==> config.mk <==
export PLATFORM = sky130hd
export DESIGN_NAME = wb_ram_arbiter
export DESIGN_NICKNAME = d
export VERILOG_FILES = /design/src/rtl/wb_ram_arbiter.sv
export SDC_FILE = /design/constraint.sdc
export NUM_CORES = 1
export LEC_CHECK = 0
export ABC_CLOCK_PERIOD_IN_PS = 2050
export CORE_AREA = 2 2 112 114
export DETAILED_ROUTE_END_ITERATION = 10
export DIE_AREA = 0 0 114 116
export PLACE_DENSITY_LB_ADDON = 0.2
export SYNTH_ARGS = -nofsm -noshare
export SYNTH_HDL_FRONTEND = slang
export SYNTH_SLANG_ARGS = --single-unit
==> constraint.sdc <==
create_clock -name clk_i -period 2.05 [get_ports clk_i]
set_input_delay 0.41 -clock clk_i [delete_from_list [all_inputs] [get_ports clk_i]]
set_output_delay 0.41 -clock clk_i [all_outputs]
set_load 0.005 [all_outputs]
==> src/rtl/wb_ram_arbiter.sv <==
// Round-robin Wishbone arbiter: shares one SRAM slave between NUM_MASTERS masters,
// routes ack/data to the granted master and terminates stalled cycles with err.
module wb_ram_arbiter #(
    parameter int NUM_MASTERS    = 2,
    parameter int AW             = 32,
    parameter int DW             = 32,
    parameter int TIMEOUT_CYCLES = 16
) (
    input  logic                        clk_i,
    input  logic                        rst_ni,
    input  logic [NUM_MASTERS-1:0]      m_cyc_i,
    input  logic [NUM_MASTERS-1:0]      m_stb_i,
    input  logic [NUM_MASTERS-1:0]      m_we_i,
    input  logic [NUM_MASTERS*AW-1:0]   m_adr_i,
    input  logic [NUM_MASTERS*DW-1:0]   m_dat_i,
    input  logic [NUM_MASTERS*DW/8-1:0] m_sel_i,
    output logic [DW-1:0]               m_dat_o,
    output logic [NUM_MASTERS-1:0]      m_ack_o,
    output logic [NUM_MASTERS-1:0]      m_err_o,
    output logic                        s_cyc_o,
    output logic                        s_stb_o,
    output logic                        s_we_o,
    output logic [AW-1:0]               s_adr_o,
    output logic [DW-1:0]               s_dat_o,
    output logic [DW/8-1:0]             s_sel_o,
    input  logic [DW-1:0]               s_dat_i,
    input  logic                        s_ack_i,
    output logic [NUM_MASTERS-1:0]      grant_o
);

    localparam int SW = DW / 8;
    localparam int PW = (NUM_MASTERS > 1) ? $clog2(NUM_MASTERS) : 1;
    localparam int CW = $clog2(TIMEOUT_CYCLES);
    localparam logic [CW-1:0] CNT_MAX = CW'(TIMEOUT_CYCLES - 1);
    localparam logic [CW-1:0] CNT_ONE = CW'(1);
    localparam logic [NUM_MASTERS-1:0] GRANT_LSB = NUM_MASTERS'(1);
    localparam logic [0:0] ST_IDLE   = 1'b0;
    localparam logic [0:0] ST_ACTIVE = 1'b1;

    logic [0:0]             state_r;
    logic [NUM_MASTERS-1:0] grant_r;
    logic [PW-1:0]          gidx_r;
    logic [PW-1:0]          ptr_r;
    logic [CW-1:0]          cnt_r;

    logic [NUM_MASTERS-1:0] req_s;
    logic                   pick_found_s;
    logic [PW-1:0]          pick_idx_s;
    logic                   active_s;
    logic                   g_cyc_s;
    logic                   g_stb_s;
    logic                   xfer_s;
    logic                   ack_s;
    logic                   tmo_s;
    logic [AW-1:0]          adr_a_s [NUM_MASTERS];
    logic [DW-1:0]          dat_a_s [NUM_MASTERS];
    logic [SW-1:0]          sel_a_s [NUM_MASTERS];

    function automatic logic [PW-1:0] next_idx(input logic [PW-1:0] idx);
        int t;
        t = int'(idx) + 1;
        if (t >= NUM_MASTERS) begin
            t = 0;
        end else begin
            t = t;
        end
        return t[PW-1:0];
    endfunction

    assign req_s   = m_cyc_i & m_stb_i;
    assign grant_o = grant_r;

    // Unpack flat master buses into per-master arrays
    always_comb begin
        for (int i = 0; i < NUM_MASTERS; i++) begin
            adr_a_s[i] = m_adr_i[i*AW +: AW];
            dat_a_s[i] = m_dat_i[i*DW +: DW];
            sel_a_s[i] = m_sel_i[i*SW +: SW];
        end
    end

    // Round-robin pick: first requester at or after ptr, with wrap
    always_comb begin : pick_c
        int            cand;
        logic [PW-1:0] cand_idx;
        pick_found_s = 1'b0;
        pick_idx_s   = '0;
        cand         = 0;
        cand_idx     = '0;
        for (int i = 0; i < NUM_MASTERS; i++) begin
            cand     = (int'(ptr_r) + i >= NUM_MASTERS) ? int'(ptr_r) + i - NUM_MASTERS
                                                        : int'(ptr_r) + i;
            cand_idx = cand[PW-1:0];
            if (!pick_found_s && req_s[cand_idx]) begin
                pick_found_s = 1'b1;
                pick_idx_s   = cand_idx;
            end else begin
                pick_found_s = pick_found_s;
            end
        end
    end

    // Slave-side mux and per-master ack/err routing for the granted master
    always_comb begin
        active_s = (state_r == ST_ACTIVE);
        g_cyc_s  = m_cyc_i[gidx_r];
        g_stb_s  = m_stb_i[gidx_r];
        xfer_s   = active_s & g_cyc_s & g_stb_s;
        ack_s    = xfer_s & s_ack_i;
        // Ack on the expiring cycle takes priority over the timeout
        tmo_s    = xfer_s & ~s_ack_i & (cnt_r == CNT_MAX);
        m_ack_o  = '0;
        m_err_o  = '0;
        m_ack_o[gidx_r] = ack_s;
        m_err_o[gidx_r] = tmo_s;
        if (active_s) begin
            s_cyc_o = g_cyc_s;
            s_stb_o = g_stb_s;
            s_we_o  = m_we_i[gidx_r];
            s_adr_o = adr_a_s[gidx_r];
            s_dat_o = dat_a_s[gidx_r];
            s_sel_o = sel_a_s[gidx_r];
            m_dat_o = s_dat_i;
        end else begin
            s_cyc_o = 1'b0;
            s_stb_o = 1'b0;
            s_we_o  = 1'b0;
            s_adr_o = '0;
            s_dat_o = '0;
            s_sel_o = '0;
            m_dat_o = '0;
        end
    end

    // Arbitration FSM, round-robin pointer and watchdog counter
    always_ff @(posedge clk_i) begin
        if (!rst_ni) begin
            state_r <= ST_IDLE;
            grant_r <= '0;
            gidx_r  <= '0;
            ptr_r   <= '0;
            cnt_r   <= '0;
        end else begin
            case (state_r)
                ST_IDLE: begin
                    cnt_r <= '0;
                    if (pick_found_s) begin
                        state_r <= ST_ACTIVE;
                        gidx_r  <= pick_idx_s;
                        grant_r <= GRANT_LSB << pick_idx_s;
                    end else begin
                        grant_r <= '0;
                    end
                end
                ST_ACTIVE: begin
                    if (!g_cyc_s || tmo_s) begin
                        state_r <= ST_IDLE;
                        grant_r <= '0;
                        ptr_r   <= next_idx(gidx_r);
                        cnt_r   <= '0;
                    end else if (ack_s || !xfer_s) begin
                        cnt_r <= '0;
                    end else begin
                        cnt_r <= cnt_r + CNT_ONE;
                    end
                end
                default: begin
                    state_r <= ST_IDLE;
                    grant_r <= '0;
                    cnt_r   <= '0;
                end
            endcase
        end
    end

endmodule

==> results_dict.tcl <==
set metrics [dict create \
    dp_hpwl_mm 7.87 \
    synth_area_mm2 0.00171 \
    insertion_delay_ns 0.23 \
    grt-ovfl-total 0 \
    track_usage_pct 13.5 \
    switching_share_pct 26.5 \
    yosys.area.top_type_share_pct 41.5 \
    critPathCaptureType "output pin" \
    violations "negative setup slack" \
    area_delta_synth_final_pct 205 \
    synth_top_family_by_area "multiplexers" \
    p_leak_uw 0.00208 \
    final_layout_size_suffix_gt1_share_pct 10.4 \
    synth_top_area_cell "mux2i_1" \
    drt_iter0_markers 49 \
    dr.pass1.iters 4 \
    hold_class "register to register" \
    synthAdderAreaFrac_pct 0.731 \
    initial_core_util_pct 14.4 \
    cts-root-buf "clkbuf_16" \
    via_count 2813 \
    diodes 0 \
    antenna_found_initial 0 \
    post-route-worst-setup-slack_ns -0.0477 \
    worstHoldStart "grant_o[0]" \
    min_to "grant_o[0]" \
    worstReg2RegStart "gidx_r" \
    grt_util_met2_pct 27.9 \
    ys_ff_latch 9 \
    switching_power_uw 416 \
    core_mm2 0.0119 \
    post-route-drc-count 0 \
    dp_slack_ns -0.472 \
    crit_required_ns 1.64 \
    met3_usage_pct 3.56 \
    row_count 40 \
    post_drt_wl_per_cell_um 14.6 \
    critPathMaxFanout 7 \
    post-route-util_pct 43.8 \
    synth-main-ff-cell "dfxtp_1" \
    reg2reg_depth 8 \
    die_x_um 114 \
    p_int_uw 1150 \
    hold_depth 1 \
    syn_nets 419 \
    synthDistinctLibCells 27 \
    grt_max_degree 38 \
    hold_slack_ns 0.485 \
    peakVddDrop_uv 335 \
    avgSynthCellArea_um2 7.10 \
    max_freq_mhz 477 \
    h-tree-depth 1 \
    fin_setup_tns_ns -0.668 \
    grt_pass1_wl_mm 14.1 \
    finalCriticalPeriod_ns 2.10 \
    cts_tree "built" \
    ant_nets 0 \
    worstSetupPathType "register to output pin" \
    pin_count 286 \
    gp_congestion 0.793 \
    port_buffers 285 \
    arrival_ns 1.69 \
    synth-xor-area-share_pct 1.02 \
    rsz0062_at_grt "yes" \
    hold_viol_final 0 \
    synth_edf_count 0 \
    rrSetupSlack_ns 0.18 \
    cts_sinks 9 \
    setup_viol 30 \
    tightest_slew_ns 0.287 \
    period_share_pct 102 \
    cap_violations 0 \
    pwr-share-comb_pct 65.9 \
    synth_warnings 0 \
    muxShareOfSynthArea_pct 41.5 \
    die_h_um 116 \
    relSlewSlack_pct 80.9 \
    routed_wl_mm 10.1 \
    via_per_inst 4.05 \
    numCtsBuffers 3 \
    worstReg2RegEnd "grant_o[0]" \
    p_total_uw 1570 \
    yosys-top-cells-area "mux2i_1 42%, nor2_1 17%, and2_1 13%" \
    met1_usage_pct 13.5 \
    synth_compound_area_share_pct 4.68 \
    p_seq_share_pct 12.2 \
    power.share.clock_pct 21.9 \
    grt_busiest_layer "met2" \
    slew_viol_final 0 \
    syn_inst 241 \
    yosys.area_share.simple_pct 35.7 \
    finClkSkew_ns 0.000400 \
    dieArea_mm2 0.0132 \
    cts_buffer_depth 2 \
    path_clk_slew_ns 0.04 \
    ctsHoldBuffers 0 \
    cp-start-kind "register" \
    async_flop_share_pct 0 \
    outcome "finished, violations left" \
    powerDensity_mw_per_mm2 301 \
    fin_nets 726 \
    ys_seq_area_share_pct 10.5 \
    first_global_vias 2748 \
    n_fill_cell 1206 \
]
## stage by stage
step,std cells,area (µm²)
5_1_grt,694,5220
4_1_cts,684,5080
3_3_place_gp,672,4840
3_5_place_dp,672,4840
2_1_floorplan,241,1710
6_report,694,5220
## logic make-up after synthesis
logic type	after synthesis
and+or+nand+nor	127
adders and majority gates	1
DFF	9
buffers and inverters	22
xor gates and xnor gates	2
AOI/OAI and AO/OA	9
muxes	71
## flip-flops by register name, summed over array words and instances (netlist names)
signal    cells
cnt_r         4
grant_o       2
active_s      1
gidx_r        1
ptr_r         1
## area by class of cell
cell class / instances / area (µm²) / area share [%]
Sequential cell: 9 / 186 / 3.57
Multi-Input combinational cell: 210 / 1490 / 28.5
Inverter: 2 / 7.51 / 0.144
Clock buffer: 4 / 78.8 / 1.51
Timing Repair Buffer: 322 / 3270 / 62.7
Tap cell: 147 / 184 / 3.53
## repair_timing
item	CTS	global route
pin swaps	3	2
resized for setup	26	19
cloned	3	2
endpoints found under the setup margin	63	66
buffers inserted	5	9
## per-layer routing
metal	share of wire, %	routed length (µm)
met5	0	0
met4	1.1	116
met3	9.1	917
met2	55	5550
met1	35	3520
## worst max path at each step
stage,from,to,slack [ns],cells past startpoint
after CTS,gidx_r,s_we_o,-0.09,4
after detailed placement,m_stb_i[0],m_err_o[0],-0.47,5
after floorplan,cnt_r[0],m_err_o[0],0.44,4
final,gidx_r,s_sel_o[0],-0.05,5
after global placement,m_stb_i[0],m_err_o[0],-0.48,5
after global routing,gidx_r,s_adr_o[29],-0.14,4
## layout by cell type, fill, tap and decap left out, types with 2 or more instances in the layout
master,n
and2_1,36
nand2_1,4
mux2i_1,67
buf_6,2
nor2_1,76
clkbuf_2,2
clkdlybuf4s50_1,264
dlygate4sd2_1,11
buf_12,3
dlymetal6s2s_1,7
buf_4,27
dfxtp_2,2
mux2i_2,3
buf_16,2
dfxtp_1,6
o21ai_0,4
nand3_1,3
clkbuf_16,5
## synthesized netlist by cell type (3+ instances only)
master,count
nor2_1,76
mux2i_1,71
and2_1,36
dfxtp_1,9
buf_2,8
clkbuf_1,8
nand3_1,5
nand2_1,4
o21ai_0,4
buf_1,3
## power groups by stage
| stage | clock, µW | combinational (µW) | sequential, µW |
|---|---|---|---|
| after global placement | 0 | 975 | 192 |
| after floorplan | 0 | 302 | 190 |
| final | 344 | 1030 | 192 |
| after detailed placement | 0 | 985 | 192 |
| after CTS | 351 | 1030 | 193 |
| after global routing | 366 | 1110 | 193 |
## worst max-delay path, cell delays in order, from the launching register on
cell and delay [ns]:
dfxtp_4 0.38, buf_4 0.17, clkbuf_16 0.16, mux2i_1 0.11, nor2_1 0.10, clkdlybuf4s50_1 0.52
(Power assumes the default switching activity.)
